[src/rtl/tracker_scheduler.sv]
// Two-axis solar tracker sequencer: compares paired light sensors and steps the
// horizontal then vertical servo one at a time, each step followed by a settle period.
module tracker_scheduler #(
  parameter int DATA_W        = 10,
  parameter int DEADBAND      = 16,
  parameter int MOVE_CYCLES   = 100000,
  parameter int SETTLE_CYCLES = 2000000,
  parameter int POS_MAX       = 180,
  parameter int POS_INIT      = 90
) (
  input  logic              CLK,
  input  logic              RST_N,
  input  logic              ENABLE,
  input  logic              SAMPLE_VALID,
  input  logic [DATA_W-1:0] LDR_L,
  input  logic [DATA_W-1:0] LDR_R,
  input  logic [DATA_W-1:0] LDR_T,
  input  logic [DATA_W-1:0] LDR_B,
  output logic              H_BTN_0,
  output logic              H_BTN_1,
  output logic              V_BTN_0,
  output logic              V_BTN_1,
  output logic [7:0]        H_POS,
  output logic [7:0]        V_POS,
  output logic              BUSY,
  output logic              LOCKED
);

  localparam int CNT_MAX = (MOVE_CYCLES > SETTLE_CYCLES) ? MOVE_CYCLES : SETTLE_CYCLES;
  localparam int CNT_W   = (CNT_MAX > 1) ? $clog2(CNT_MAX) : 1;
  localparam logic [CNT_W-1:0] MOVE_LAST   = CNT_W'(MOVE_CYCLES - 1);
  localparam logic [CNT_W-1:0] SETTLE_LAST = CNT_W'(SETTLE_CYCLES - 1);

  typedef enum logic [2:0] {
    S_IDLE, S_EVAL_H, S_MOVE_H, S_SETTLE_H, S_EVAL_V, S_MOVE_V, S_SETTLE_V
  } state_t;

  state_t             state_q, state_d;
  logic [CNT_W-1:0]   cnt_q, cnt_d;
  logic               dir_inc_q, dir_inc_d;
  logic               h_moved_q, h_moved_d;
  logic [DATA_W-1:0]  l_q, r_q, t_q, b_q;
  logic               latch, h_step, v_step, lock_upd, lock_val;

  logic signed [DATA_W:0] diff_h, diff_v;
  logic h_up, h_dn, v_up, v_dn;

  // Differences are one bit wider than the readings so they never overflow.
  assign diff_h = $signed({1'b0, l_q}) - $signed({1'b0, r_q});
  assign diff_v = $signed({1'b0, t_q}) - $signed({1'b0, b_q});

  assign h_up = (int'(diff_h) >  DEADBAND) && (int'(H_POS) < POS_MAX);
  assign h_dn = (int'(diff_h) < -DEADBAND) && (H_POS != 8'd0);
  assign v_up = (int'(diff_v) >  DEADBAND) && (int'(V_POS) < POS_MAX);
  assign v_dn = (int'(diff_v) < -DEADBAND) && (V_POS != 8'd0);

  always_ff @(posedge CLK or negedge RST_N) begin
    if (!RST_N) begin
      state_q   <= S_IDLE;
      cnt_q     <= '0;
      dir_inc_q <= 1'b0;
      h_moved_q <= 1'b0;
    end else begin
      // NOTE: non-blocking assignments keep every register sampling pre-edge values.
      state_q   <= state_d;
      cnt_q     <= cnt_d;
      dir_inc_q <= dir_inc_d;
      h_moved_q <= h_moved_d;
    end
  end

  always_comb begin
    // NOTE: every comb output gets a default first so no path can infer a latch.
    state_d   = state_q;
    cnt_d     = cnt_q;
    dir_inc_d = dir_inc_q;
    h_moved_d = h_moved_q;
    latch     = 1'b0;
    h_step    = 1'b0;
    v_step    = 1'b0;
    lock_upd  = 1'b0;
    lock_val  = LOCKED;

    if (state_q != S_IDLE && !ENABLE) begin
      // Abort: drop out without committing the step or touching LOCKED.
      state_d = S_IDLE;
      cnt_d   = '0;
    end else begin
      case (state_q)
        S_IDLE: begin
          if (ENABLE && SAMPLE_VALID) begin
            latch     = 1'b1;
            h_moved_d = 1'b0;
            state_d   = S_EVAL_H;
          end
        end
        S_EVAL_H: begin
          if (h_up || h_dn) begin
            dir_inc_d = h_up;
            h_moved_d = 1'b1;
            cnt_d     = '0;
            state_d   = S_MOVE_H;
          end else begin
            state_d = S_EVAL_V;
          end
        end
        S_MOVE_H: begin
          if (cnt_q == MOVE_LAST) begin
            h_step  = 1'b1;
            cnt_d   = '0;
            state_d = S_SETTLE_H;
          end else begin
            cnt_d = cnt_q + 1'b1;
          end
        end
        S_SETTLE_H: begin
          if (cnt_q == SETTLE_LAST) begin
            cnt_d   = '0;
            state_d = S_EVAL_V;
          end else begin
            cnt_d = cnt_q + 1'b1;
          end
        end
        S_EVAL_V: begin
          if (v_up || v_dn) begin
            dir_inc_d = v_up;
            cnt_d     = '0;
            state_d   = S_MOVE_V;
          end else begin
            state_d  = S_IDLE;
            lock_upd = 1'b1;
            lock_val = !h_moved_q;
          end
        end
        S_MOVE_V: begin
          if (cnt_q == MOVE_LAST) begin
            v_step  = 1'b1;
            cnt_d   = '0;
            state_d = S_SETTLE_V;
          end else begin
            cnt_d = cnt_q + 1'b1;
          end
        end
        S_SETTLE_V: begin
          if (cnt_q == SETTLE_LAST) begin
            cnt_d    = '0;
            state_d  = S_IDLE;
            lock_upd = 1'b1;
            lock_val = 1'b0;
          end else begin
            cnt_d = cnt_q + 1'b1;
          end
        end
        default: state_d = S_IDLE;
      endcase
    end
  end

  // Outputs are registered from the next-state decode so they line up with the state.
  always_ff @(posedge CLK or negedge RST_N) begin
    if (!RST_N) begin
      H_BTN_0 <= 1'b0;
      H_BTN_1 <= 1'b0;
      V_BTN_0 <= 1'b0;
      V_BTN_1 <= 1'b0;
      BUSY    <= 1'b0;
      LOCKED  <= 1'b0;
      H_POS   <= 8'(POS_INIT);
      V_POS   <= 8'(POS_INIT);
      l_q     <= '0;
      r_q     <= '0;
      t_q     <= '0;
      b_q     <= '0;
    end else begin
      H_BTN_0 <= (state_d == S_MOVE_H) &&  dir_inc_d;
      H_BTN_1 <= (state_d == S_MOVE_H) && !dir_inc_d;
      V_BTN_0 <= (state_d == S_MOVE_V) &&  dir_inc_d;
      V_BTN_1 <= (state_d == S_MOVE_V) && !dir_inc_d;
      BUSY    <= (state_d != S_IDLE);
      if (lock_upd) LOCKED <= lock_val;
      // Limits were checked at evaluation, so a committed step cannot wrap.
      if (h_step) H_POS <= dir_inc_q ? H_POS + 8'd1 : H_POS - 8'd1;
      if (v_step) V_POS <= dir_inc_q ? V_POS + 8'd1 : V_POS - 8'd1;
      if (latch) begin
        l_q <= LDR_L;
        r_q <= LDR_R;
        t_q <= LDR_T;
        b_q <= LDR_B;
      end
    end
  end

endmodule

[config.mk]
export PLATFORM = sky130hd
export DESIGN_NAME = tracker_scheduler
export DESIGN_NICKNAME = d
export VERILOG_FILES = /design/src/rtl/tracker_scheduler.sv
export SDC_FILE = /design/constraint.sdc
export NUM_CORES = 1
export LEC_CHECK = 0
export BUFFER_PORTS_ARGS = -buffer_cell sky130_fd_sc_hd__clkbuf_2
export CAP_MARGIN = 0
export CORE_ASPECT_RATIO = 0.9
export CORE_UTILIZATION = 30
export DETAILED_ROUTE_END_ITERATION = 10
export HOLD_SLACK_MARGIN = 0.06
export PLACE_DENSITY = 0.54
export SYNTH_ARGS = -nofsm -noshare
export SYNTH_HDL_FRONTEND = slang
export SYNTH_SLANG_ARGS = --single-unit
[constraint.sdc]
create_clock -name CLK -period 5.6 [get_ports CLK]
set_input_delay 0.56 -clock CLK [delete_from_list [all_inputs] [get_ports CLK]]
set_output_delay 0.56 -clock CLK [all_outputs]
set_load 0.01 [all_outputs]
==> impl_metrics.toml, run 1 <==
[run_status]
status = "completed"

[sta]
rsz0062_at_grt = "no"
setup-violations-final = 0
whs_ns = 0.122
skew_ns = 0.0121
slew_viol_final = 0
max_slew_margin_pct = 35.7
worst_pin_slew_ns = 0.959
post-route-period-util_pct = 61.2
period_minus_slack_ns = 3.43
fin_setup_tns_ns = 0
finalWorstSetupSlack_ns = 2.17
clock.fmax_ghz = 0.292
finalHoldViolCount = 0

[setup_path]
critical_path_buf_inv_count = 2
cp_common_cell = "inv_1"
cp.required_ns = 5.80
crit_path_max_incr_delay_ns = 0.66
path_delay_family = "compound AO/OA/AOI/OAI gates"
worst_setup_path_start_kind = "register"
timing_worst_setup_path_type = "reg2reg"
cp-end-kind = "register"
path_max_fanout = 20
cp_slowest_cell = "o211a_1"
path_cells = "inv_1 -> ha_1 -> inv_1 -> fa_1 -> a21oi_2 -> o22ai_2 -> o21ai_1 -> a21boi_0 -> a211oi_2 -> o32ai_2 -> o211ai_1 -> o211a_1 -> a31oi_1"
cp.arrival_ns = 3.63

[power_and_ir_drop]
cell_internal_pwr_uw = 2120
ir_drop_uv = 208
power.density_mw_per_mm2 = 566
p_sw_uw = 1680
p_seq_share_pct = 25.4
power_frac_clock_pct = 15.7
netSwitchingFraction_pct = 44.2
leakage_uw = 0.00303
pwr-share-comb_pct = 58.8

[cells_and_area]
multi_input_area_mm2 = 0.00337
final_common_cell = "dfrtp_1"
syn_to_final_growth_pct = 14.3
layout_common_cells = "dfrtp_1 (80), clkbuf_2 (64), inv_1 (46), mux2_2 (42), nand2_1 (41)"
num-fill-cells = 1952
final_layout_size_suffix_gt1_share_pct = 23.1
fin_nets = 750
ff_latch_area_mm2 = 0.00221
n_antenna_cell = 0
stdcell_area_mm2 = 0.00671

[drt]
drt-wirelength-per-cell_um = 14.0
drt_iter0_markers = 209
drc = 0
vias_per_cell = 4.95
vias = 4574
firstDrtPassIters = 4
drt-total-wl_um = 12900
ant_nets = 0

[placed_design]
dp_hpwl_um = 9550
dpl-instance-area_mm2 = 0.00642
port_buffers = 65
globalplace.congestion = 0.841
dp_slack_ns = 2.17

[die]
start_util_pct = 30.6
io_pins = 66
die_area_mm2 = 0.0201
core_mm2 = 0.0192
die_h_um = 135
fp-row-count = 48
fp.dieW_um = 149

[cts]
path_clk_slew_ns = 0.08
cts_inserted_buffers = 9
cts_setup_buffers = 0
cts_max_path_buffers = 2
clk_latency_ns = 0.36
ctsResizeCount = 0
cts_hold_buf = 0
htreeDepth = 3
clock-sinks = 88
cts_tree = "built"
cts_root_buffer = "clkbuf_16"

[run]
drv_cap = 0

[logic_synthesis]
synth_top_cell_area_share_pct = 34.1
synthCells = 614
synth_edf_count = 0
synth_cell_types = 78
synth_fp_nets = 695
yosysWarnings = 0
yosys.area.top_type = "dfrtp_1"
ys_seq_elements = 88
ys.flop_type = "dfrtp_1"
synth_area_leaders = "dfrtp_1 (34%), mux2_2 (8.1%), ha_1 (7.0%), dfstp_2 (3.6%), xnor2_1 (3.3%)"
syn_avg_cell_area_um2 = 9.56
syn_area_mm2 = 0.00587
synthArstFlopShare_pct = 100
yosysSeqAreaShare_pct = 37.7

[grt]
grt_pass1_vias = 4426
antenna_found_initial = 0
grt_pass1_wl_um = 22300
grt_max_degree = 60
grt.total_usage_pct = 13.9
overflow = 0

[worst_hold_path]
min-delay-path-class = "in2async"
## per-layer routing
metal | global-route usage [%] | vias to the layer above | share of wire [%]
li1 | - | 2333 | -
met1 | 19.6 | 2135 | 51
met2 | 21.4 | 94 | 44
met3 | 2.67 | 12 | 3.9
met4 | 4.59 | 0 | 1.3
met5 | 0 | - | 0
## stage by stage
stage / util [%] / total power [uW] / std cells
2_1_floorplan: - / 2790 / 614
6_report: 35.0 / 3800 / 924
3_3_place_gp: 33.5 / 3210 / 908
3_5_place_dp: 33.5 / 3210 / 908
5_1_grt: 35.0 / 4150 / 924
4_1_cts: 35.0 / 3830 / 924
## area by class of cell
cell class / count / share of cell area (%)
Tap cell: 250 / 4.66
Timing Repair Buffer: 67 / 5.11
Sequential cell: 88 / 33.0
Inverter: 48 / 2.69
Clock buffer: 9 / 3.36
Multi-Input combinational cell: 455 / 50.3
Clock inverter: 7 / 0.914
## Yosys cell counts, types with 3 or more instances
master and n:
o211a_1 4, mux2_2 42, nand3b_1 5, o21a_1 9
a21o_1 5, and3_1 8, a211oi_1 8, dfrtp_1 80
o211ai_1 4, nand3_1 20, nor4_1 5, ha_1 33
a21boi_0 5, nor4b_1 3, o21ai_0 34, or3_1 3
a21oi_1 38, xnor2_1 22, and2_1 4, o21ai_1 10
nand4_1 6, nor2_1 38, nor3_1 5, o22ai_1 5
nand2b_1 6, inv_1 46, a31oi_1 12, fa_1 4
o21bai_1 8, xor2_1 7, dfstp_2 8, nor2b_1 8
clkbuf_1 14, nand2_1 41, buf_2 7, mux2i_1 3
or4b_1 3
## registers in the layout (all words and copies together), names as in the netlist, 3 cells and up
register	cells
H_POS	8
V_POS	8
b_q	10
cnt_q	21
l_q	10
r_q	10
state_q	3
t_q	10
## power groups by stage
stage	registers (uW)	logic (uW)	clock network, uW
floorplan	914	1870	0
global placement	975	2230	0
detailed placement	980	2230	0
CTS	968	2250	620
global route	994	2510	648
finish	967	2230	597
## cell families (layout without fill, tap and decap cells)
kind of cell	Yosys count	count (layout)	synth area share, %
simple gates	173	173	15.8
compound gates	170	170	20.1
flops	88	88	37.7
buf+inv	71	131	4.94
mux	46	46	8.76
fa+ha+maj	37	37	8.40
xor+xnor	29	29	4.33
## final timing paths
path | from | end | slack (ns) | cells past startpoint
max | l_q[0] | cnt_q[18] | 2.17 | 13
min | RST_N | cnt_q[12] | 0.12 | 1
max reg2reg | l_q[0] | cnt_q[18] | 2.17 | 13
min reg2reg | b_q[8] | b_q[8] | 0.50 | 1
max in group asynchronous | RST_N | r_q[5] | 4.38 | 2
min in group CLK | LDR_B[4] | b_q[4] | 0.43 | 2
No activity file was read; power rests on OpenSTA's default activity.
==> inputs of run 2 (changes only) <==
PLACE_DENSITY = 0.56   (was 0.54)
clock period = 2.75 ns   (was 5.6 ns; I/O delays follow)
==> run 2 against run 1 <==
Effect of this change: the flow now finishes with violations (setup timing); routed wire length is 7.1% higher; design area grew 11%; non-clock buffer count rose by 77; first-iteration DRC count increased by 22%; largest power group unchanged; largest cell class unchanged; clock skew fell by 0.0034 ns; fmax rose by 10%; power increased by 150%.
==> impl_metrics.toml, run 2 (synthesized netlist as in run 1, its figures left out) <==
[sta]
slew_viol_final = 0
max_slew_margin_pct = 55.6
worst_pin_slew_ns = 0.666
rsz0062_at_grt = "yes"
fin_setup_tns_ns = -8.02
skew_ns = 0.00870
period_minus_slack_ns = 3.11
clock.fmax_ghz = 0.321
finalWorstSetupSlack_ns = -0.363
setup-violations-final = 31
finalHoldViolCount = 0
post-route-period-util_pct = 113

[cells_and_area]
largest_reg_flops = 21
final_layout_size_suffix_gt1_share_pct = 34.6
n_antenna_cell = 0
final_common_cell = "dfrtp_1"
layout_common_cells = "dfrtp_1 (80), buf_4 (72), clkbuf_2 (64), inv_1 (44), mux2_2 (42)"
fin_nets = 827
num-fill-cells = 1953
top_register = "cnt_q"
stdcell_count = 1001
syn_to_final_growth_pct = 27.2

[drt]
drt-total-wl_um = 13800
drc = 0
firstDrtPassIters = 6
drt-wirelength-per-cell_um = 13.8
ant_nets = 0
vias = 4884
drt_iter0_markers = 255
vias_per_cell = 4.88

[cts]
path_clk_slew_ns = 0.07
cts_tree = "built"
clk_latency_ns = 0.35
clock-sinks = 88
htreeDepth = 3
cts_max_path_buffers = 2
cts_inserted_buffers = 9
cts_root_buffer = "clkbuf_16"

[placed_design]
globalplace.congestion = 0.844
dp_hpwl_um = 10300
post-place-cells = 977
dp_slack_ns = -0.373
port_buffers = 65

[die]
io_pins = 66
fp-row-count = 48
core_mm2 = 0.0192
start_util_pct = 30.6
fp.dieW_um = 149
die_h_um = 135
die_area_mm2 = 0.0201

[setup_path]
path_cells = "inv_1 -> ha_2 -> inv_2 -> fa_2 -> a21oi_4 -> o21bai_2 -> xnor2_2 -> and4b_1 -> or4b_4 -> o32ai_4 -> buf_4 -> buf_6 -> nor3_2 -> a21o_1 -> a2111o_1"
ff2ff_setup_slack_ns = -0.36
cp_slowest_cell = "or4b_4"
cp.arrival_ns = 3.35
timing_worst_setup_path_type = "reg2reg"
path_max_fanout = 2
cp-end-kind = "register"
worst_setup_path_start_kind = "register"
reg2regPathDepth = 15
cp.required_ns = 2.99
path_delay_family = "compound AO/OA/AOI/OAI gates"
timing.rr.end = "BUSY"
critical_path_buf_inv_count = 4
rr_startpoint = "l_q[0]"
crit_path_max_incr_delay_ns = 0.48

[run_status]
violations = "setup timing"
status = "finished with violations"

[worst_hold_path]
min_to = "r_q[2]"
hold_start = "LDR_R[2]"
hold_depth = 2
min-delay-path-class = "in2reg"

[power_and_ir_drop]
totalPowerFinal_uw = 9420
power.density_mw_per_mm2 = 1260
leakage_uw = 0.00345
ir_drop_uv = 598

[grt]
grt_max_degree = 43
overflow = 0
grt_pass1_wl_um = 23300
grt_pass1_vias = 4757
antenna_found_initial = 0
grt.total_usage_pct = 14.7

[run]
drv_cap = 0
[run 2: metrics by stage]
| stage | cell area (um2) | util (%) | hold WS (ns) |
|---|---|---|---|
| 2_1_floorplan | 5880 | - | -0.0206 |
| 3_3_place_gp | 6980 | 36.4 | 0.314 |
| 3_5_place_dp | 6980 | 36.4 | 0.314 |
| 4_1_cts | 7390 | 38.6 | 0.130 |
| 5_1_grt | 7470 | 39.0 | 0.138 |
| 6_report | 7470 | 39.0 | 0.148 |
[run 2: layer usage]
layer	vias up	wire (um)	track usage, %	share of wire [%]
li1	2481	-	-	-
met1	2307	6900	20.0	50
met2	82	6140	23.0	44
met3	14	550	3.21	4.0
met4	0	226	4.93	1.6
met5	-	0	0	0
[run 2: area by class of cell]
type | instances | area, um2 | area share [%]
tap | 250 | 313 | 4.19
multi-input combinational | 455 | 3510 | 47.1
clock inverter | 6 | 42.5 | 0.570
clock buffer | 10 | 239 | 3.20
sequential | 88 | 2210 | 29.6
inverter | 48 | 180 | 2.41
timing repair buffer | 144 | 967 | 13.0
[run 2: worst max path at each step]
stage | to | cells past startpoint | start
2_1_floorplan | h_moved_q | 13 | l_q[0]
4_1_cts | BUSY | 15 | l_q[0]
3_5_place_dp | BUSY | 15 | l_q[0]
6_report | BUSY | 15 | l_q[0]
3_3_place_gp | BUSY | 15 | l_q[0]
5_1_grt | cnt_q[14] | 15 | l_q[0]
[run 2: power breakdown]
part	internal [uW]	leakage (uW)	switching (uW)	total (uW)
logic	3250	0.00222	3060	6310
registers	1670	0.00110	263	1930
clock network	638	0.000135	539	1180
[run 2: what timing repair did]
action                                  CTS  global route
buffers inserted                          6             3
pin swaps                                23            13
hold buffers                              1             0
gates resized for setup                  25            13
endpoints found under the setup margin   31            32
hold endpoints to repair                 35             0
==> inputs of run 3 (changes only) <==
PLACE_DENSITY = 0.54   (was 0.56)
clock period = 3 ns   (was 2.75 ns; I/O delays follow)
==> run 3 against run 2 <==
Effect of this change: the flow still finishes with violations (setup timing); clock skew fell by 0.0047 ns; fmax is 0.49% lower; critical endpoint is now h_moved_q; non-clock buffer count shrank 41; sequential share of layout area up 1.2 points; power down 14%; hold slack better by 0.032 ns; flip-flop and latch count stayed put; sequential power down 8%; die area did not move; register-to-register slack improved by 0.23 ns.
==> impl_metrics.toml, run 3 (synthesized netlist as in run 1, its figures left out) <==
[cells_and_area]
layout_common_cells = "dfrtp_1 (80), clkbuf_2 (64), inv_1 (44), mux2_2 (42), nand2_1 (41)"
n_antenna_cell = 0
final_layout_size_suffix_gt1_share_pct = 29.9
syn_to_final_growth_pct = 22.2
largest_reg_flops = 21
top_register = "cnt_q"
final_common_cell = "dfrtp_1"
fin_nets = 786
stdcell_count = 960

[run_status]
status = "finished with violations"
violations = "setup timing"

[grt]
grt_busiest_layer = "met2"
grt_pass1_vias = 4462
grtUsageMet2_pct = 21.0
grt_use_met1_pct = 20.0
grt_max_degree = 46
grt.total_usage_pct = 14.0
grt_pass1_wl_um = 22300
met3_usage_pct = 3.11
antenna_found_initial = 0
overflow = 0

[sta]
worst_pin_slew_ns = 0.736
finalWorstSetupSlack_ns = -0.128
setup-violations-final = 26
period_minus_slack_ns = 3.13
clock.fmax_ghz = 0.320
slew_viol_final = 0
skew_ns = 0.00399
max_slew_margin_pct = 50.4
rsz0062_at_grt = "yes"
finalHoldViolCount = 0
post-route-period-util_pct = 104
fin_setup_tns_ns = -1.50

[cts]
cts_root_buffer = "clkbuf_16"
htreeDepth = 3
clk_latency_ns = 0.35
path_clk_slew_ns = 0.06
cts_inserted_buffers = 9
cts_tree = "built"
cts_max_path_buffers = 2
clock-sinks = 88

[setup_path]
cp-end-kind = "register"
path_max_fanout = 3
cp.required_ns = 3.23
cp.arrival_ns = 3.36
timing_worst_setup_path_type = "reg2reg"
worst_setup_path_start_kind = "register"

[placed_design]
post-place-cells = 941
globalplace.congestion = 0.818
dp_hpwl_um = 9850
port_buffers = 65

[die]
core_mm2 = 0.0192
start_util_pct = 30.6
die_area_mm2 = 0.0201
io_pins = 66
die_h_um = 135
fp-row-count = 48
fp.dieW_um = 149

[worst_hold_path]
min-delay-path-class = "in2reg"

[drt]
ant_nets = 0
vias_per_cell = 4.85
drc = 0
drt_iter0_markers = 257
drt-total-wl_um = 13300
firstDrtPassIters = 4
vias = 4658
drt-wirelength-per-cell_um = 13.9

[run]
drv_cap = 0

[power_and_ir_drop]
power.density_mw_per_mm2 = 1120
ir_drop_uv = 466
leakage_uw = 0.00326
## run 3: worst paths after layout
check                      startpoint  slack (ns)        end  depth (start not counted)
setup / recovery               l_q[0]       -0.13  h_moved_q                         13
setup reg to reg               l_q[0]       -0.13  h_moved_q                         13
max in group asynchronous       RST_N        1.80     r_q[5]                          3
hold reg to reg                b_q[9]        0.50     b_q[9]                          1
hold / removal               LDR_B[3]        0.18     b_q[3]                          2
min in group asynchronous       RST_N        0.52  cnt_q[13]                          2
## run 3: metrics by stage
step           hold slack [ns]  power (uW)  setup WS [ns]  utilization (%)  area (um2)
6_report                 0.180        8070         -0.128             37.4        7170
5_1_grt                  0.169        8770         -0.301             37.4        7170
4_1_cts                  0.167        7880        -0.0750             36.9        7080
3_5_place_dp             0.379        6530         -0.144             35.1        6720
3_3_place_gp             0.365        6530        -0.0744             35.1        6720
2_1_floorplan          0.00441        5200        -0.0428                -        5870
## run 3: layout make-up
cell class	instances	area (um2)
timing repair buffer	103	677
tap	250	313
fill	1922	12000
clock buffer	10	239
clock inverter	6	82.6
multi-input combinational	455	3470
sequential	88	2210
inverter	48	180
## run 3: layer usage
layer	vias up	part of all wire, %
met4	0	1.0
met1	2181	52
met2	74	44
li1	2393	-
met3	10	3.4
met5	-	0
## run 3: critical path, stage by stage, from the launching register on
cell,delay (ns)
dfrtp_1,0.38
inv_1,0.06
ha_2,0.18
inv_2,0.04
fa_2,0.36
a21oi_4,0.16
o21bai_2,0.07
xnor2_1,0.13
and4b_1,0.26
or4b_4,0.48
o32ai_4,0.16
or2_4,0.19
mux2_4,0.29
a32o_1,0.25
## run 3: where the power goes
part	switching [uW]	total [uW]	internal [uW]	leakage [uW]
sequential	244	1780	1530	0.00110
clock	477	1220	748	0.000158
combinational	2600	5060	2470	0.00200
total	3320	8070	4750	0.00326
## run 3: what timing repair did
| item | CTS | global route |
|---|---|---|
| buffers inserted | 0 | 3 |
| hold endpoints to repair | 36 | 0 |
| setup endpoints to repair | 27 | 29 |
| hold buffers | 1 | 0 |
| pin swaps | 5 | 12 |
| gates resized for setup | 7 | 21 |
